File: config.mk
export PLATFORM = sky130hd
export DESIGN_NAME = btn_conditioner
export DESIGN_NICKNAME = d
export VERILOG_FILES = /design/src/rtl/btn_conditioner.sv
export SDC_FILE = /design/constraint.sdc
export NUM_CORES = 1
export LEC_CHECK = 0
export BUFFER_PORTS_ARGS = -buffer_cell sky130_fd_sc_hd__buf_2
export CAP_MARGIN = 20
export CORE_MARGIN = 10
export CORE_UTILIZATION = 43
export CTS_CLUSTER_DIAMETER = 60
export DETAILED_ROUTE_END_ITERATION = 8
export SYNTH_ARGS = -nofsm -noshare
export SYNTH_HDL_FRONTEND = slang
export SYNTH_SLANG_ARGS = --single-unit
File: constraint.sdc
create_clock -name clk_100MHz -period 1.75 [get_ports clk_100MHz]
set_input_delay 0.35 -clock clk_100MHz [delete_from_list [all_inputs] [get_ports clk_100MHz]]
set_output_delay 0.35 -clock clk_100MHz [all_outputs]
set_load 0.02 [all_outputs]
File: src/rtl/btn_conditioner.sv
`default_nettype none
// +--------------------------------------------------------------------------+
// | btn_conditioner : 2-flop sync, stability debounce, press strobe;          |
// | auto-repeat while held when BTN_AUTOREPEAT_EN is defined.   Rev 1.0       |
// +--------------------------------------------------------------------------+
module btn_conditioner #(
  parameter int unsigned DEBOUNCE_CYCLES = 1_000_000,
  parameter int unsigned REPEAT_DELAY    = 50_000_000,
  parameter int unsigned REPEAT_PERIOD   = 20_000_000,
  parameter int unsigned CNT_W           = 26
) (
  input  logic clk_100MHz,
  input  logic reset,
  input  logic btn_in,
  output logic level_out,
  output logic pulse_out,
  output logic held
);

  if ((DEBOUNCE_CYCLES < 1) || (64'(DEBOUNCE_CYCLES) >= (64'd1 << CNT_W)) ||
      (REPEAT_DELAY < 1)    || (64'(REPEAT_DELAY)    >= (64'd1 << CNT_W)) ||
      (REPEAT_PERIOD < 1)   || (64'(REPEAT_PERIOD)   >= (64'd1 << CNT_W))) begin : g_bad_params
    $error("btn_conditioner: count parameters must be in [1, 2^CNT_W)");
  end

  localparam logic [CNT_W-1:0] c_db_last = CNT_W'(DEBOUNCE_CYCLES - 1);

  logic             r_sync1;
  logic             r_sync2;
  logic [CNT_W-1:0] r_db_cnt;
  logic             r_level;
  logic             r_pulse;
  logic             w_mismatch;
  logic             w_db_done;
  logic             w_level_nxt;
  logic             w_rise;
  logic             w_pulse_nxt;

  always_ff @(posedge clk_100MHz or posedge reset) begin
    if (reset) begin
      r_sync1 <= 1'b0;
      r_sync2 <= 1'b0;
    end else begin
      r_sync1 <= btn_in;
      r_sync2 <= r_sync1;
    end
  end

  assign w_mismatch  = r_sync2 ^ r_level;
  assign w_db_done   = w_mismatch && (r_db_cnt == c_db_last);
  assign w_level_nxt = r_level ^ w_db_done;
  assign w_rise      = w_db_done & ~r_level;

  always_ff @(posedge clk_100MHz or posedge reset) begin
    if (reset) begin
      r_db_cnt <= '0;
      r_level  <= 1'b0;
    end else begin
      r_level <= w_level_nxt;
      if (!w_mismatch || w_db_done) begin
        r_db_cnt <= '0;
      end else begin
        r_db_cnt <= r_db_cnt + CNT_W'(1);
      end
    end
  end

`ifdef BTN_AUTOREPEAT_EN
  // The FSM acts on the next debounced level so release and press decisions
  // line up with the edge on which level_out itself changes.
  typedef enum logic [1:0] {
    S_IDLE   = 2'd0,
    S_DELAY  = 2'd1,
    S_REPEAT = 2'd2
  } state_t;

  localparam logic [CNT_W-1:0] c_delay_last  = CNT_W'(REPEAT_DELAY - 1);
  localparam logic [CNT_W-1:0] c_period_last = CNT_W'(REPEAT_PERIOD - 1);

  state_t           r_state;
  state_t           w_state_nxt;
  logic [CNT_W-1:0] r_timer;
  logic [CNT_W-1:0] w_timer_nxt;
  logic             r_held;

  always_ff @(posedge clk_100MHz or posedge reset) begin
    if (reset) begin
      r_state <= S_IDLE;
      r_timer <= '0;
      r_pulse <= 1'b0;
      r_held  <= 1'b0;
    end else begin
      r_state <= w_state_nxt;
      r_timer <= w_timer_nxt;
      r_pulse <= w_pulse_nxt;
      r_held  <= (w_state_nxt == S_REPEAT);
    end
  end

  always_comb begin
    w_state_nxt = r_state;
    w_timer_nxt = r_timer;
    w_pulse_nxt = 1'b0;
    unique case (r_state)
      S_IDLE: begin
        w_timer_nxt = '0;
        if (w_rise) begin
          w_pulse_nxt = 1'b1;
          w_state_nxt = S_DELAY;
        end
      end
      S_DELAY: begin
        if (!w_level_nxt) begin
          w_timer_nxt = '0;
          w_state_nxt = S_IDLE;
        end else if (r_timer == c_delay_last) begin
          w_pulse_nxt = 1'b1;
          w_timer_nxt = '0;
          w_state_nxt = S_REPEAT;
        end else begin
          w_timer_nxt = r_timer + CNT_W'(1);
        end
      end
      S_REPEAT: begin
        if (!w_level_nxt) begin
          w_timer_nxt = '0;
          w_state_nxt = S_IDLE;
        end else if (r_timer == c_period_last) begin
          w_pulse_nxt = 1'b1;
          w_timer_nxt = '0;
        end else begin
          w_timer_nxt = r_timer + CNT_W'(1);
        end
      end
      default: begin
        w_timer_nxt = '0;
        w_state_nxt = S_IDLE;
      end
    endcase
  end

  assign held = r_held;
`else
  typedef enum logic [0:0] {
    S_IDLE    = 1'b0,
    S_PRESSED = 1'b1
  } state_t;

  state_t r_state;
  state_t w_state_nxt;

  always_ff @(posedge clk_100MHz or posedge reset) begin
    if (reset) begin
      r_state <= S_IDLE;
      r_pulse <= 1'b0;
    end else begin
      r_state <= w_state_nxt;
      r_pulse <= w_pulse_nxt;
    end
  end

  always_comb begin
    w_state_nxt = r_state;
    w_pulse_nxt = 1'b0;
    unique case (r_state)
      S_IDLE: begin
        if (w_rise) begin
          w_pulse_nxt = 1'b1;
          w_state_nxt = S_PRESSED;
        end
      end
      S_PRESSED: begin
        if (!w_level_nxt) begin
          w_state_nxt = S_IDLE;
        end
      end
      default: w_state_nxt = S_IDLE;
    endcase
  end

  assign held = 1'b0;
`endif

  assign level_out = r_level;
  assign pulse_out = r_pulse;

endmodule
`default_nettype wire

Word-level counts from Yosys, hierarchy flattened
Index checks and enable logic that the tools add are counted.
Word-level totals
  bits in registers: 31
  input port bits: 3
  output and inout port bits: 3
  logic and storage cells: 21
Operators by class
  $add $sub $neg: 1
  equality and inequality tests: 1
  mux-type cells: 5
  bitwise operators: 5
  reductions and logical operators: 3
Operators by type and width (number)
  $add A26 B1 Y26 const B: 1
  $eq A26 B20 Y1 const B: 1
  $mux W26: 1
  $mux W1: 3
  $not A1 Y1: 2
  $pmux W1 S2: 1
  $xor A1 B1 Y1: 2
  $and A1 B1 Y1: 1
  $logic_and A1 B1 Y1: 1
  $logic_not A1 Y1: 1
  $logic_or A1 B1 Y1: 1

Logic depth before layout (Yosys ltp)
  depth after elaboration: 5
  gate-level depth with buffers: 6
  gate-level depth less buffers: 5

Worst setup path after synthesis
OpenSTA, ideal clock, no wires.
  path type: register -> register
  from: register r_db_cnt[11]
  to: register r_db_cnt[25]
  library setup time: 0.078 ns
  data arrival time: 1.756 ns
  required time: 1.672 ns
  setup slack: -0.084 ns
  cell stages (with the launch flop): 6
  path buffers: 1
  clock period less this slack: 1.834 ns
  path through: dfrtp_1 -> nand4_2 -> or4_1 -> buf_2 -> or4_1 -> a21oi_1
On the way
  word-level cells in the longest chain between the ends: 4
  elaborated cells between the ends (all ways): 5
  classes of those cells: add/sub (1); eq/ne (1); mux (1); reduce/logical (2)
Ends and longest elaborated chain
  start: declaration: RTL line 30  | logic [CNT_W-1:0] r_db_cnt;
  start signal: assignment: RTL line 63  | r_db_cnt <= r_db_cnt + CNT_W'(1);
  branches (longest 3 deep; another with $add A26 B1 Y26)
  $mux W26 (*): RTL line 60  | if (!w_mismatch || w_db_done) begin
Mark *: on every way between the ends.

Worst setup path in the final report
  from: register r_db_cnt[13]
  to: register r_db_cnt[25]
Same word-level chain as after synthesis.

==> reports/results.ini <==
[clock_tree]
root_buffer=sky130_fd_sc_hd__clkbuf_4
worst_skew_pair.late_latency_ps=350
path_clk_slew_ps=110
cts_made_buffers=5
tritoncts=built
cts_max_level=2
cts_max_path_buffers=2
hold_buffers=0
clock-sinks=31

[grt]
met2_usage_pct=18.94
track_usage_pct=11.84
first_global_vias=1328
grt_overflow=0
grt_max_degree=32
gr-usage-met3_pct=3.007
gr-usage-met1_pct=14.24
top_usage_layer=met2
grt_antenna_before_repair=0
grt_first_pass_wirelength_um=5954

[floorplanning]
chipHeight_um=80.12
die_area_um2=6418
fp.dieW_um=80.12
placement_rows=21
top_level_ports=6
standard_cell_core_area_um2=3416
initial_core_util_pct=45.49

[power]
seq_power_share_pct=59.8
vdd.ir_drop.worst_uv=430.3
switching_share_pct=24.26
power_switching_uw=297.2
power.density_nw_per_um2=606.6
power.internal_uw=927.7
p_leak_uw=0.0008708
post-layout-total-power_uw=1225
comb_power_share_pct=4.2
clkPwrFrac_pct=36.0

[place]
numPlacedInstances=229
sum_of_net_half_perimeters_after_detailed_placement_um=2495
placer_s_final_routability_congestion_estimate=0.8119
dpl_worst_slack_ps=-125.2
port_buffers=4

[sta]
setup_viol_count_final=3
finClkSkew_ps=18.63
layout_worst_path_cycle_share_pct=100.8
min_period_ps=1764
fin_ws_ps=-13.68
timing.fmax_mhz=567.0
setup_total_negative_slack_ps=-21.24
setup_repair_after_global_routing_missed_its_margin=true
report.final.hold_viol_count=0
final_max_slew_viol_count=0

[drt]
wl_per_cell_um=15.05
firstDrtPassIters=4
finalWirelength_um=3627
initialDrtViolationCount=67
drtAntennaViolNets=0
dr_total_vias=1354
drc=0
route.detailed.vias_per_inst=5.618

[setup_path]
timing.reg2reg.setup_slack_ps=-10
critical_path_arrival_ps=2050
worst-setup-path-type=flip-flop to flip-flop
worstPathMaxFanout=7
critPathRequiredTime_ps=2040
start_kind=flip-flop
endpoint_kind=flip-flop

[synth]
syn_area_um2=1554
ys_seq_elements=31
synth.yosys.seq_area_share_pct=49.92
synth_area_per_cell_um2=9.835
syn-instance-count=158
ys.warnings.count=0
post_synth_num_cell_types=37
mappedNetlistNets=162

[hold_path]
hold_class=input pin to asynchronous set/reset pin

[final_layout]
final_cell_mix=sky130_fd_sc_hd__dfrtp_1 (29), sky130_fd_sc_hd__buf_4 (29), sky130_fd_sc_hd__nor2_1 (16), sky130_fd_sc_hd__nand4_1 (10), sky130_fd_sc_hd__a21oi_1 (10)
final_cells=241
final_core_utilization_pct=59.12
area_growth_from_synthesis_to_layout_pct=29.95
drive_above_1_share_pct=33.85
nNetsFinal=199
antenna-diode-count=0

[outcome]
violations=setup timing
outcome=complete, but fails checks

[run]
maxcap_violations=0

power by group through the flow:
stage	clock network, uW	registers, uW	logic (uW)
6_report	441	732	51.8
4_1_cts	450	729	49.7
5_1_grt	479	733	58.5
2_1_floorplan	0	743	31.0
3_5_place_dp	0	744	48.9
3_3_place_gp	0	743	47.4
cells by family after synthesis:
logic type / share of synthesized area (%)
AND/OR/NAND/NOR: 27.86
flip-flops: 49.92
AO/OA/AOI/OAI: 9.501
XOR/XNOR: 7.891
buffers and inverters: 3.140
adder cells (fa/ha/maj): 0.8050
other: 0.2413
multiplexers: 0.6441
cells in the mapped netlist (all sizes together):
cell type / count / share of area, %
dfrtp: 31 / 50
nor2: 16 / 3.9
a21oi: 12 / 3.9
nand4: 12 / 5.6
nand2: 9 / 2.2
xor2: 8 / 4.5
or4: 6 / 2.9
xnor2: 6 / 3.4
and3: 5 / 2.1
nand3: 5 / 1.9
nor4: 5 / 2.0
o21ai: 5 / 1.6
o31ai: 5 / 2.4
inv: 4 / 0.97
nor3: 4 / 1.3
or3: 4 / 1.6
clkbuf: 3 / 0.72
and2: 2 / 0.81
buf: 2 / 0.81
or2: 2 / 0.81
a31o: 1 / 0.56
and4: 1 / 0.56
clkdlybuf4s15: 1 / 0.64
conb: 1 / 0.24
ha: 1 / 0.81
mux2i: 1 / 0.64
nand2b: 1 / 0.40
nand4b: 1 / 0.56
nor4b: 1 / 0.56
nor4bb: 1 / 0.64
o211ai: 1 / 0.48
o32ai: 1 / 0.56
final cells by class:
| cell class | instances | area [um2] |
|---|---|---|
| Timing Repair Buffer | 36 | 271.5 |
| Sequential cell | 31 | 778.2 |
| Inverter | 4 | 15.01 |
| Multi-Input combinational cell | 117 | 840.8 |
| Tap cell | 46 | 57.56 |
| Clock buffer | 6 | 51.30 |
| Clock inverter | 1 | 5.005 |
| Fill cell | 303 | 1396 |
critical path, stage by stage (launching register included):
cell and delay (ps):
sky130_fd_sc_hd__dfrtp_1 440, sky130_fd_sc_hd__nand4_4 140, sky130_fd_sc_hd__or4_4 550, sky130_fd_sc_hd__or4_4 430, sky130_fd_sc_hd__a21oi_2 130
what timing repair did:
item                                    in CTS  in global routing
buffers inserted                             1                  4
pin swaps                                    3                  8
gates resized for setup                      6                 19
endpoints found under the setup margin       6                 27
gates cloned                                 0                  0
per-layer routing:
| layer | share of wire, % | vias up |
|---|---|---|
| met3 | 3.1 | 4 |
| met5 | 0 | - |
| met1 | 45 | 680 |
| li1 | - | 653 |
| met2 | 51 | 17 |
| met4 | 0.99 | 0 |
worst paths after layout:
check	startpoint	to	cells after the start
hold / removal	reset	r_db_cnt[6]	3
min in group clk_100MHz	btn_in	r_sync1	1
setup / recovery	r_db_cnt[13]	r_db_cnt[25]	4
max in group asynchronous	reset	r_db_cnt[7]	3
setup reg to reg	r_db_cnt[13]	r_db_cnt[25]	4
hold reg to reg	r_sync1	r_sync2	0
through the flow:
| stage | cell area (um2) | hold WS (ps) |
|---|---|---|
| after floorplan | 1562 | 331.2 |
| after global placement | 1800 | 339.8 |
| after detailed placement | 1800 | 345.0 |
| after CTS | 1894 | 63.69 |
| after global routing | 2019 | 94.12 |
| final | 2019 | 61.53 |
registers in the layout, indices dropped and copies added, names as in the netlist:
name / flops
level_out: 1
pulse_out: 1
r_db_cnt: 26
r_sync1: 1
r_state: 1
r_sync2: 1
(Power assumes the default switching activity.)
